$ cat config.mk
export PLATFORM = sky130hd
export DESIGN_NAME = boreal_weight_arbiter_flat
export DESIGN_NICKNAME = d
export VERILOG_FILES = /design/src/rtl/boreal_weight_arbiter_if.sv /design/src/rtl/boreal_weight_arbiter.sv /design/src/flat_wrapper.sv
export SDC_FILE = /design/constraint.sdc
export NUM_CORES = 1
export LEC_CHECK = 0
export CORE_UTILIZATION = 35
export DETAILED_ROUTE_END_ITERATION = 10
export PLACE_DENSITY_LB_ADDON = 0.25
export RECOVER_POWER = 50
export SYNTH_ARGS = -nofsm -noshare
export SYNTH_HDL_FRONTEND = slang
export SYNTH_SLANG_ARGS = --single-unit
$ cat constraint.sdc
create_clock -name clk -period 2 [get_ports clk]
set_clock_uncertainty 0.05 [all_clocks]
set_input_delay 0.2 -clock clk [delete_from_list [all_inputs] [get_ports clk]]
set_output_delay 0.2 -clock clk [all_outputs]
set_load 0.02 [all_outputs]
$ cat src/rtl/boreal_weight_arbiter_if.sv
// Bundle of the requester and BRAM signals around boreal_weight_arbiter.
//  slave  : the arbiter side (takes requests and read data, drives grants,
//           returned data and the BRAM address/write ports).
//  master : the requesters/BRAM side.
// Signals: freeze; inf_* (inference read); lrn_* (learn RMW); dbg_* (debug
// read); mem_* (BRAM port A read / port B write); lrn_busy; abort_cnt.
interface boreal_weight_arbiter_if #(
    parameter int ADDR_WIDTH = 10,
    parameter int DATA_WIDTH = 16
);
    logic                  freeze;
    logic                  inf_req;
    logic [ADDR_WIDTH-1:0] inf_addr;
    logic                  inf_gnt;
    logic                  inf_rvalid;
    logic [DATA_WIDTH-1:0] inf_rdata;
    logic                  lrn_req;
    logic [ADDR_WIDTH-1:0] lrn_addr;
    logic                  lrn_gnt;
    logic                  lrn_old_valid;
    logic [DATA_WIDTH-1:0] lrn_old;
    logic                  lrn_new_valid;
    logic [DATA_WIDTH-1:0] lrn_new;
    logic                  dbg_req;
    logic [ADDR_WIDTH-1:0] dbg_addr;
    logic                  dbg_gnt;
    logic                  dbg_rvalid;
    logic [DATA_WIDTH-1:0] dbg_rdata;
    logic [ADDR_WIDTH-1:0] mem_addr_a;
    logic [DATA_WIDTH-1:0] mem_dout_a;
    logic                  mem_we_b;
    logic [ADDR_WIDTH-1:0] mem_addr_b;
    logic [DATA_WIDTH-1:0] mem_din_b;
    logic                  lrn_busy;
    logic [7:0]            abort_cnt;

    modport slave (
        input  freeze, inf_req, inf_addr, lrn_req, lrn_addr, lrn_new_valid, lrn_new,
               dbg_req, dbg_addr, mem_dout_a,
        output inf_gnt, inf_rvalid, inf_rdata, lrn_gnt, lrn_old_valid, lrn_old,
               dbg_gnt, dbg_rvalid, dbg_rdata, mem_addr_a, mem_we_b, mem_addr_b,
               mem_din_b, lrn_busy, abort_cnt
    );

    modport master (
        output freeze, inf_req, inf_addr, lrn_req, lrn_addr, lrn_new_valid, lrn_new,
               dbg_req, dbg_addr, mem_dout_a,
        input  inf_gnt, inf_rvalid, inf_rdata, lrn_gnt, lrn_old_valid, lrn_old,
               dbg_gnt, dbg_rvalid, dbg_rdata, mem_addr_a, mem_we_b, mem_addr_b,
               mem_din_b, lrn_busy, abort_cnt
    );
endinterface

$ cat src/rtl/boreal_weight_arbiter.sv
// boreal_weight_arbiter: shares the synaptic weight BRAM between the inference
// core (read), the Hebbian learning engine (read-modify-write) and the debug
// host (read). One grant per cycle, priority inf > lrn > dbg with a starvation
// escape for learn, a read-after-write hazard stall on the learn address, the
// safety freeze and a timeout on the learn write-back.
// Ports:
//  clk  system clock
//  rst  synchronous reset, active-high
//  bus  boreal_weight_arbiter_if.slave (requests, grants, read data, BRAM ports,
//       lrn_busy, abort_cnt)
// Timing: request sampled at edge N -> grant + mem_addr_a after N -> data
// (*_rvalid / lrn_old_valid, rdata = mem_dout_a) after N+1.
module boreal_weight_arbiter #(
    parameter int ADDR_WIDTH   = 10,
    parameter int DATA_WIDTH   = 16,
    parameter int STARVE_LIMIT = 8,
    parameter int LRN_TIMEOUT  = 16
) (
    input logic                    clk,
    input logic                    rst,
    boreal_weight_arbiter_if.slave bus
);
    typedef enum logic [1:0] {L_IDLE, L_RD, L_WAIT, L_WR} lrn_state_t;

    lrn_state_t            state;
    logic [ADDR_WIDTH-1:0] lrn_addr_q;
    logic [ADDR_WIDTH-1:0] mem_addr_a_q, mem_addr_b_q;
    logic [DATA_WIDTH-1:0] mem_din_b_q;
    logic                  mem_we_q;
    logic [7:0]            starve_cnt, wait_cnt, abort_cnt_q;
    logic                  inf_gnt_q, lrn_gnt_q, dbg_gnt_q;
    logic                  inf_rv_q, lrn_rv_q, dbg_rv_q;

    logic busy, inf_elig, lrn_elig, dbg_elig;
    logic take_inf, take_lrn, take_dbg;
    logic do_abort;

    // The hazard window covers L_RD..L_WR, so a blocked reader is only
    // granted once the write has landed in the BRAM.
    assign busy     = (state != L_IDLE);
    assign inf_elig = bus.inf_req && !(busy && bus.inf_addr == lrn_addr_q);
    assign dbg_elig = bus.dbg_req && !(busy && bus.dbg_addr == lrn_addr_q);
    assign lrn_elig = bus.lrn_req && !bus.freeze && (state == L_IDLE);

    assign take_lrn = lrn_elig && (!inf_elig || starve_cnt >= 8'(STARVE_LIMIT));
    assign take_inf = inf_elig && !take_lrn;
    assign take_dbg = dbg_elig && !inf_elig && !lrn_elig;

    // Abort wins over a same-cycle lrn_new_valid.
    assign do_abort = bus.freeze ||
                      ((state == L_WAIT) && (wait_cnt == 8'(LRN_TIMEOUT - 1)));

    always_ff @(posedge clk) begin
        if (rst) begin
            state        <= L_IDLE;
            lrn_addr_q   <= '0;
            mem_addr_a_q <= '0;
            mem_addr_b_q <= '0;
            mem_din_b_q  <= '0;
            mem_we_q     <= 1'b0;
            starve_cnt   <= '0;
            wait_cnt     <= '0;
            abort_cnt_q  <= '0;
            inf_gnt_q    <= 1'b0;
            lrn_gnt_q    <= 1'b0;
            dbg_gnt_q    <= 1'b0;
            inf_rv_q     <= 1'b0;
            lrn_rv_q     <= 1'b0;
            dbg_rv_q     <= 1'b0;
        end else begin
            inf_gnt_q <= take_inf;
            lrn_gnt_q <= take_lrn;
            dbg_gnt_q <= take_dbg;
            inf_rv_q  <= inf_gnt_q;
            // lrn_gnt_q is high exactly while in L_RD; drop the data pulse
            // if that RMW is being aborted by freeze.
            lrn_rv_q  <= lrn_gnt_q && !bus.freeze;
            dbg_rv_q  <= dbg_gnt_q;

            if (take_inf)      mem_addr_a_q <= bus.inf_addr;
            else if (take_lrn) mem_addr_a_q <= bus.lrn_addr;
            else if (take_dbg) mem_addr_a_q <= bus.dbg_addr;

            // Counts inf grants issued while learn is kept waiting.
            if (!bus.lrn_req || take_lrn)
                starve_cnt <= '0;
            else if (take_inf && starve_cnt != 8'hFF)
                starve_cnt <= starve_cnt + 8'd1;

            mem_we_q <= 1'b0;
            case (state)
                L_IDLE: begin
                    if (take_lrn) begin
                        state      <= L_RD;
                        lrn_addr_q <= bus.lrn_addr;
                    end
                end
                L_RD: begin
                    wait_cnt <= '0;
                    if (bus.freeze) begin
                        state <= L_IDLE;
                        if (abort_cnt_q != 8'hFF) abort_cnt_q <= abort_cnt_q + 8'd1;
                    end else begin
                        state <= L_WAIT;
                    end
                end
                L_WAIT: begin
                    if (do_abort) begin
                        state <= L_IDLE;
                        if (abort_cnt_q != 8'hFF) abort_cnt_q <= abort_cnt_q + 8'd1;
                    end else if (bus.lrn_new_valid) begin
                        state        <= L_WR;
                        mem_we_q     <= 1'b1;
                        mem_addr_b_q <= lrn_addr_q;
                        mem_din_b_q  <= bus.lrn_new;
                    end else begin
                        wait_cnt <= wait_cnt + 8'd1;
                    end
                end
                default: state <= L_IDLE;  // L_WR: write pulse already issued
            endcase
        end
    end

    assign bus.inf_gnt       = inf_gnt_q;
    assign bus.lrn_gnt       = lrn_gnt_q;
    assign bus.dbg_gnt       = dbg_gnt_q;
    assign bus.inf_rvalid    = inf_rv_q;
    assign bus.lrn_old_valid = lrn_rv_q;
    assign bus.dbg_rvalid    = dbg_rv_q;
    // Read data is gated so idle/reset outputs are all zero.
    assign bus.inf_rdata     = inf_rv_q ? bus.mem_dout_a : '0;
    assign bus.lrn_old       = lrn_rv_q ? bus.mem_dout_a : '0;
    assign bus.dbg_rdata     = dbg_rv_q ? bus.mem_dout_a : '0;
    assign bus.mem_addr_a    = mem_addr_a_q;
    assign bus.mem_we_b      = mem_we_q;
    assign bus.mem_addr_b    = mem_addr_b_q;
    assign bus.mem_din_b     = mem_din_b_q;
    assign bus.lrn_busy      = busy;
    assign bus.abort_cnt     = abort_cnt_q;
endmodule

$ cat src/flat_wrapper.sv
// flat-port wrapper written by rule: the top's interface ports become plain ports
module boreal_weight_arbiter_flat 
#(
    parameter int ADDR_WIDTH   = 10,
    parameter int DATA_WIDTH   = 16,
    parameter int STARVE_LIMIT = 8,
    parameter int LRN_TIMEOUT  = 16
)
  (clk, rst, bus_freeze, bus_inf_req, bus_inf_addr, bus_lrn_req, bus_lrn_addr, bus_lrn_new_valid, bus_lrn_new, bus_dbg_req, bus_dbg_addr, bus_mem_dout_a, bus_inf_gnt, bus_inf_rvalid, bus_inf_rdata, bus_lrn_gnt, bus_lrn_old_valid, bus_lrn_old, bus_dbg_gnt, bus_dbg_rvalid, bus_dbg_rdata, bus_mem_addr_a, bus_mem_we_b, bus_mem_addr_b, bus_mem_din_b, bus_lrn_busy, bus_abort_cnt);
  boreal_weight_arbiter_if #(.ADDR_WIDTH(ADDR_WIDTH), .DATA_WIDTH(DATA_WIDTH)) bus_i ();
  input logic clk;
  input logic rst;
  input wire logic [$bits(bus_i.freeze)-1:0] bus_freeze;
  input wire logic [$bits(bus_i.inf_req)-1:0] bus_inf_req;
  input wire logic [$bits(bus_i.inf_addr)-1:0] bus_inf_addr;
  input wire logic [$bits(bus_i.lrn_req)-1:0] bus_lrn_req;
  input wire logic [$bits(bus_i.lrn_addr)-1:0] bus_lrn_addr;
  input wire logic [$bits(bus_i.lrn_new_valid)-1:0] bus_lrn_new_valid;
  input wire logic [$bits(bus_i.lrn_new)-1:0] bus_lrn_new;
  input wire logic [$bits(bus_i.dbg_req)-1:0] bus_dbg_req;
  input wire logic [$bits(bus_i.dbg_addr)-1:0] bus_dbg_addr;
  input wire logic [$bits(bus_i.mem_dout_a)-1:0] bus_mem_dout_a;
  output wire logic [$bits(bus_i.inf_gnt)-1:0] bus_inf_gnt;
  output wire logic [$bits(bus_i.inf_rvalid)-1:0] bus_inf_rvalid;
  output wire logic [$bits(bus_i.inf_rdata)-1:0] bus_inf_rdata;
  output wire logic [$bits(bus_i.lrn_gnt)-1:0] bus_lrn_gnt;
  output wire logic [$bits(bus_i.lrn_old_valid)-1:0] bus_lrn_old_valid;
  output wire logic [$bits(bus_i.lrn_old)-1:0] bus_lrn_old;
  output wire logic [$bits(bus_i.dbg_gnt)-1:0] bus_dbg_gnt;
  output wire logic [$bits(bus_i.dbg_rvalid)-1:0] bus_dbg_rvalid;
  output wire logic [$bits(bus_i.dbg_rdata)-1:0] bus_dbg_rdata;
  output wire logic [$bits(bus_i.mem_addr_a)-1:0] bus_mem_addr_a;
  output wire logic [$bits(bus_i.mem_we_b)-1:0] bus_mem_we_b;
  output wire logic [$bits(bus_i.mem_addr_b)-1:0] bus_mem_addr_b;
  output wire logic [$bits(bus_i.mem_din_b)-1:0] bus_mem_din_b;
  output wire logic [$bits(bus_i.lrn_busy)-1:0] bus_lrn_busy;
  output wire logic [$bits(bus_i.abort_cnt)-1:0] bus_abort_cnt;
  assign bus_i.freeze = bus_freeze;
  assign bus_i.inf_req = bus_inf_req;
  assign bus_i.inf_addr = bus_inf_addr;
  assign bus_i.lrn_req = bus_lrn_req;
  assign bus_i.lrn_addr = bus_lrn_addr;
  assign bus_i.lrn_new_valid = bus_lrn_new_valid;
  assign bus_i.lrn_new = bus_lrn_new;
  assign bus_i.dbg_req = bus_dbg_req;
  assign bus_i.dbg_addr = bus_dbg_addr;
  assign bus_i.mem_dout_a = bus_mem_dout_a;
  assign bus_inf_gnt = bus_i.inf_gnt;
  assign bus_inf_rvalid = bus_i.inf_rvalid;
  assign bus_inf_rdata = bus_i.inf_rdata;
  assign bus_lrn_gnt = bus_i.lrn_gnt;
  assign bus_lrn_old_valid = bus_i.lrn_old_valid;
  assign bus_lrn_old = bus_i.lrn_old;
  assign bus_dbg_gnt = bus_i.dbg_gnt;
  assign bus_dbg_rvalid = bus_i.dbg_rvalid;
  assign bus_dbg_rdata = bus_i.dbg_rdata;
  assign bus_mem_addr_a = bus_i.mem_addr_a;
  assign bus_mem_we_b = bus_i.mem_we_b;
  assign bus_mem_addr_b = bus_i.mem_addr_b;
  assign bus_mem_din_b = bus_i.mem_din_b;
  assign bus_lrn_busy = bus_i.lrn_busy;
  assign bus_abort_cnt = bus_i.abort_cnt;
  boreal_weight_arbiter #(.ADDR_WIDTH(ADDR_WIDTH), .DATA_WIDTH(DATA_WIDTH), .STARVE_LIMIT(STARVE_LIMIT), .LRN_TIMEOUT(LRN_TIMEOUT)) u_core (.clk(clk), .rst(rst), .bus(bus_i));
endmodule
==> impl_metrics.ini <==
[outcome]
status = finished clean

[die]
rows = 38
die_h_microns = 107
num_io_pins = 169
initial_core_util_pct = 35.8
dieArea_sq_um = 11500
coreArea_sq_um = 10800
die_w_microns = 107

[synthesis]
synth_edf_count = 0
synthFlopType = dfxtp_1
syn_nets = 552
ys_seq_elements = 79
syn_inst = 475
syn_area_per_cell_sq_um = 8.14
async_reset_ff_share_pct = 0
synth_area_sq_um = 3870
synth_seq_area_share_pct = 40.9
ys_types = 47
ys_warn_count = 0

[min_path]
hp-class = input port to flip-flop

[setup_path]
worstPathMaxFanout = 5
crit_slowest_cell = or4_4
crit_buf_inv = 0
r2r_slack_ns = 0.01
worst_setup_path_end_kind = flip-flop
r2r_start = u_core.starve_cnt[3]
cp_num_cells = 6
endpoint = u_core.starve_cnt[3]
critical_path_arrival_ns = 2.24
critPathRequiredTime_ns = 2.25
slowest_delay_ns = 0.54
startpoint = u_core.starve_cnt[3]
path_class = flip-flop to flip-flop
path_delay_family = simple AND/OR/NAND/NOR gates
path_cells = or4_4, nor2_4, o21ai_2, nand3b_4, or4_1, nand2_1
worstSetupStartpointType = flip-flop
r2r_cells = 6
r2r-end = u_core.starve_cnt[3]

[placed_design]
dpl.hpwl_mm = 9.74
gp_congestion = 0.882
port_buffers = 168
place_ws_ns = -0.167
place_inst = 788

[clock_tree]
cts_root_buf = clkbuf_8
htree_num_levels = 3
hold_buffers = 0
clockBufferDepth = 2
cts_tree = built
cts_buffers = 9
clk_latency_ns = 0.36
path_clk_slew_ns = 0.08
cts.sink_count = 79

[final_layout]
diodes = 0
final_layout_size_suffix_gt1_share_pct = 13.6
final_common_cell = clkdlybuf4s50_1
area_delta_synth_final_pct = 61.9
finalNetCount = 743
final_cell_mix = clkdlybuf4s50_1, nand2_1, dfxtp_1
fin_cells = 810

[timing]
period_minus_slack_ns = 1.99
maxClockFrequency_mhz = 503
worst_slack_ns = 0.0121
worstMarginPinSlew_ns = 0.505
hold_violations = 0
finalCritPeriodShare_pct = 99.4
rsz0062_at_grt = true
setup_violations = 0
drv_slew = 0
slew_headroom_pct = 66.3

[global_routing]
grt_pass1_wl_mm = 19.8
grt_max_degree = 68
grt.total_usage_pct = 22.4
grt_overflow_total = 0
grt_pass1_vias = 3898
antenna_found_initial = 0

[routing]
antenna_left = 0
remaining_drc_errors = 0
drtIter0Drc = 203
vias_per_cell = 5.02
wirelength_mm = 13.1
wl_per_cell_microns = 16.2
drt_pre_antenna_iters = 6
vias = 4067

[pwr]
leakagePower_nw = 2.46
powerDensity_nw_per_um2 = 654
ir_drop_v = 0.000407

[job]
cap_violations = 0
## where the power goes
part	switching [mW]	internal (mW)	total, mW
Sequential	0.0605	1.64	1.70
Clock	0.579	0.797	1.38
Combinational	0.539	0.483	1.02
## cell usage after synthesis (all sizes together), types with 2 or more instances
master / number / area (sq um)
and3: 4 / 26.3
o31ai: 2 / 15.0
dfxtp: 79 / 1580
xnor2: 20 / 175
a211oi: 11 / 82.6
and2: 50 / 313
buf: 5 / 33.8
nor3: 3 / 15.0
a222oi: 10 / 100
or4: 5 / 41.3
nor4: 4 / 25.0
nor2: 25 / 96.4
ha: 8 / 100
inv: 20 / 75.1
o21ai: 9 / 48.8
nand2: 87 / 327
o211ai: 2 / 15.0
nand4: 4 / 25.0
nor2b: 3 / 18.8
a21o: 2 / 16.3
nand3b: 3 / 47.6
clkbuf: 18 / 67.6
nand3: 13 / 65.1
nor3b: 4 / 30.0
or2: 10 / 62.6
xor2: 13 / 114
a21oi: 48 / 244
and4: 2 / 17.5
or3: 3 / 18.8
## flip-flops by register name, summed over array words and instances (netlist names)
register and count:
u_core.wait_cnt 8, u_core.starve_cnt 8, u_core.bus.abort_cnt 8, u_core.state 2, u_core.bus.lrn_gnt 1, u_core.bus.dbg_rvalid 1
u_core.bus.lrn_old_valid 1, u_core.bus.mem_din_b 16, u_core.bus.inf_rvalid 1, u_core.bus.inf_gnt 1, u_core.bus.mem_addr_a 10, u_core.bus.dbg_gnt 1
u_core.bus.mem_we_b 1, u_core.bus.mem_addr_b 10, u_core.lrn_addr_q 10
## worst reg2reg max path, delay by kind of cell, from the launching register on
| family | cells | cell delay, ns |
|---|---|---|
| AND/OR/NAND/NOR | 5 | 1.45 |
| flip-flops | 1 | 0.33 |
| AO/OA/AOI/OAI | 1 | 0.10 |
## timing repair
| action | in CTS | in global routing |
|---|---|---|
| gates resized for setup | 8 | 26 |
| pin swaps | 3 | 12 |
| hold endpoints to repair | 0 | 0 |
| buffers inserted | 3 | 2 |
| cloned | 0 | 3 |
| endpoints found under the setup margin | 55 | 25 |
## per-stage QoR
stage                     util [%]  total power, mW  TNS, ns  hold slack [ns]  cell area [sq um]
after global routing          58.0             4.28   -0.465            0.253               6260
final                         58.0             4.10        0            0.252               6260
after detailed placement      54.3             2.71    -2.05            0.397               5870
after CTS                     56.8             4.07        0            0.232               6130
after floorplan                  -             2.21        0            0.226               3870
after global placement        54.3             2.69    -1.49            0.392               5870
## area by class of cell
type                            count  area, sq um
Clock buffer                       12          165
Inverter                           20         75.1
Clock inverter                      3         65.1
Multi-Input combinational cell    355         2230
Tap cell                          140          175
Timing Repair Buffer              201         1960
Sequential cell                    79         1590
Fill cell                        1004         4530
## logic make-up after synthesis
kind of cell	after synthesis	share of synthesized area [%]
AOI/OAI and AO/OA	88	14.4
buffers and inverters	43	4.56
DFF	79	40.9
xor gates and xnor gates	33	7.47
adders and majority gates	8	2.59
muxes	1	0.259
and+or+nand+nor	223	29.8
## how the worst min path moves through the flow
stage / from / endpoint / slack (ns) / cells after the start
after global routing: rst / u_core.starve_cnt[3] / 0.25 / 4
after detailed placement: u_core.bus.mem_din_b[4] / u_core.bus.mem_din_b[4] / 0.40 / 2
after floorplan: bus_freeze / u_core.bus.lrn_old_valid / 0.23 / 1
after global placement: u_core.bus.mem_din_b[15] / u_core.bus.mem_din_b[15] / 0.39 / 2
after CTS: rst / u_core.starve_cnt[2] / 0.23 / 4
final: rst / u_core.starve_cnt[2] / 0.25 / 4
## per-layer routing
| metal | up-vias | GRT usage, % | wire [microns] |
|---|---|---|---|
| met5 | - | 0 | 0 |
| met4 | 0 | 11.6 | 537 |
| met3 | 41 | 6.20 | 1110 |
| met2 | 178 | 40.2 | 6560 |
| met1 | 1857 | 23.9 | 4900 |
| li1 | 1991 | - | - |
(Power assumes the default switching activity.)
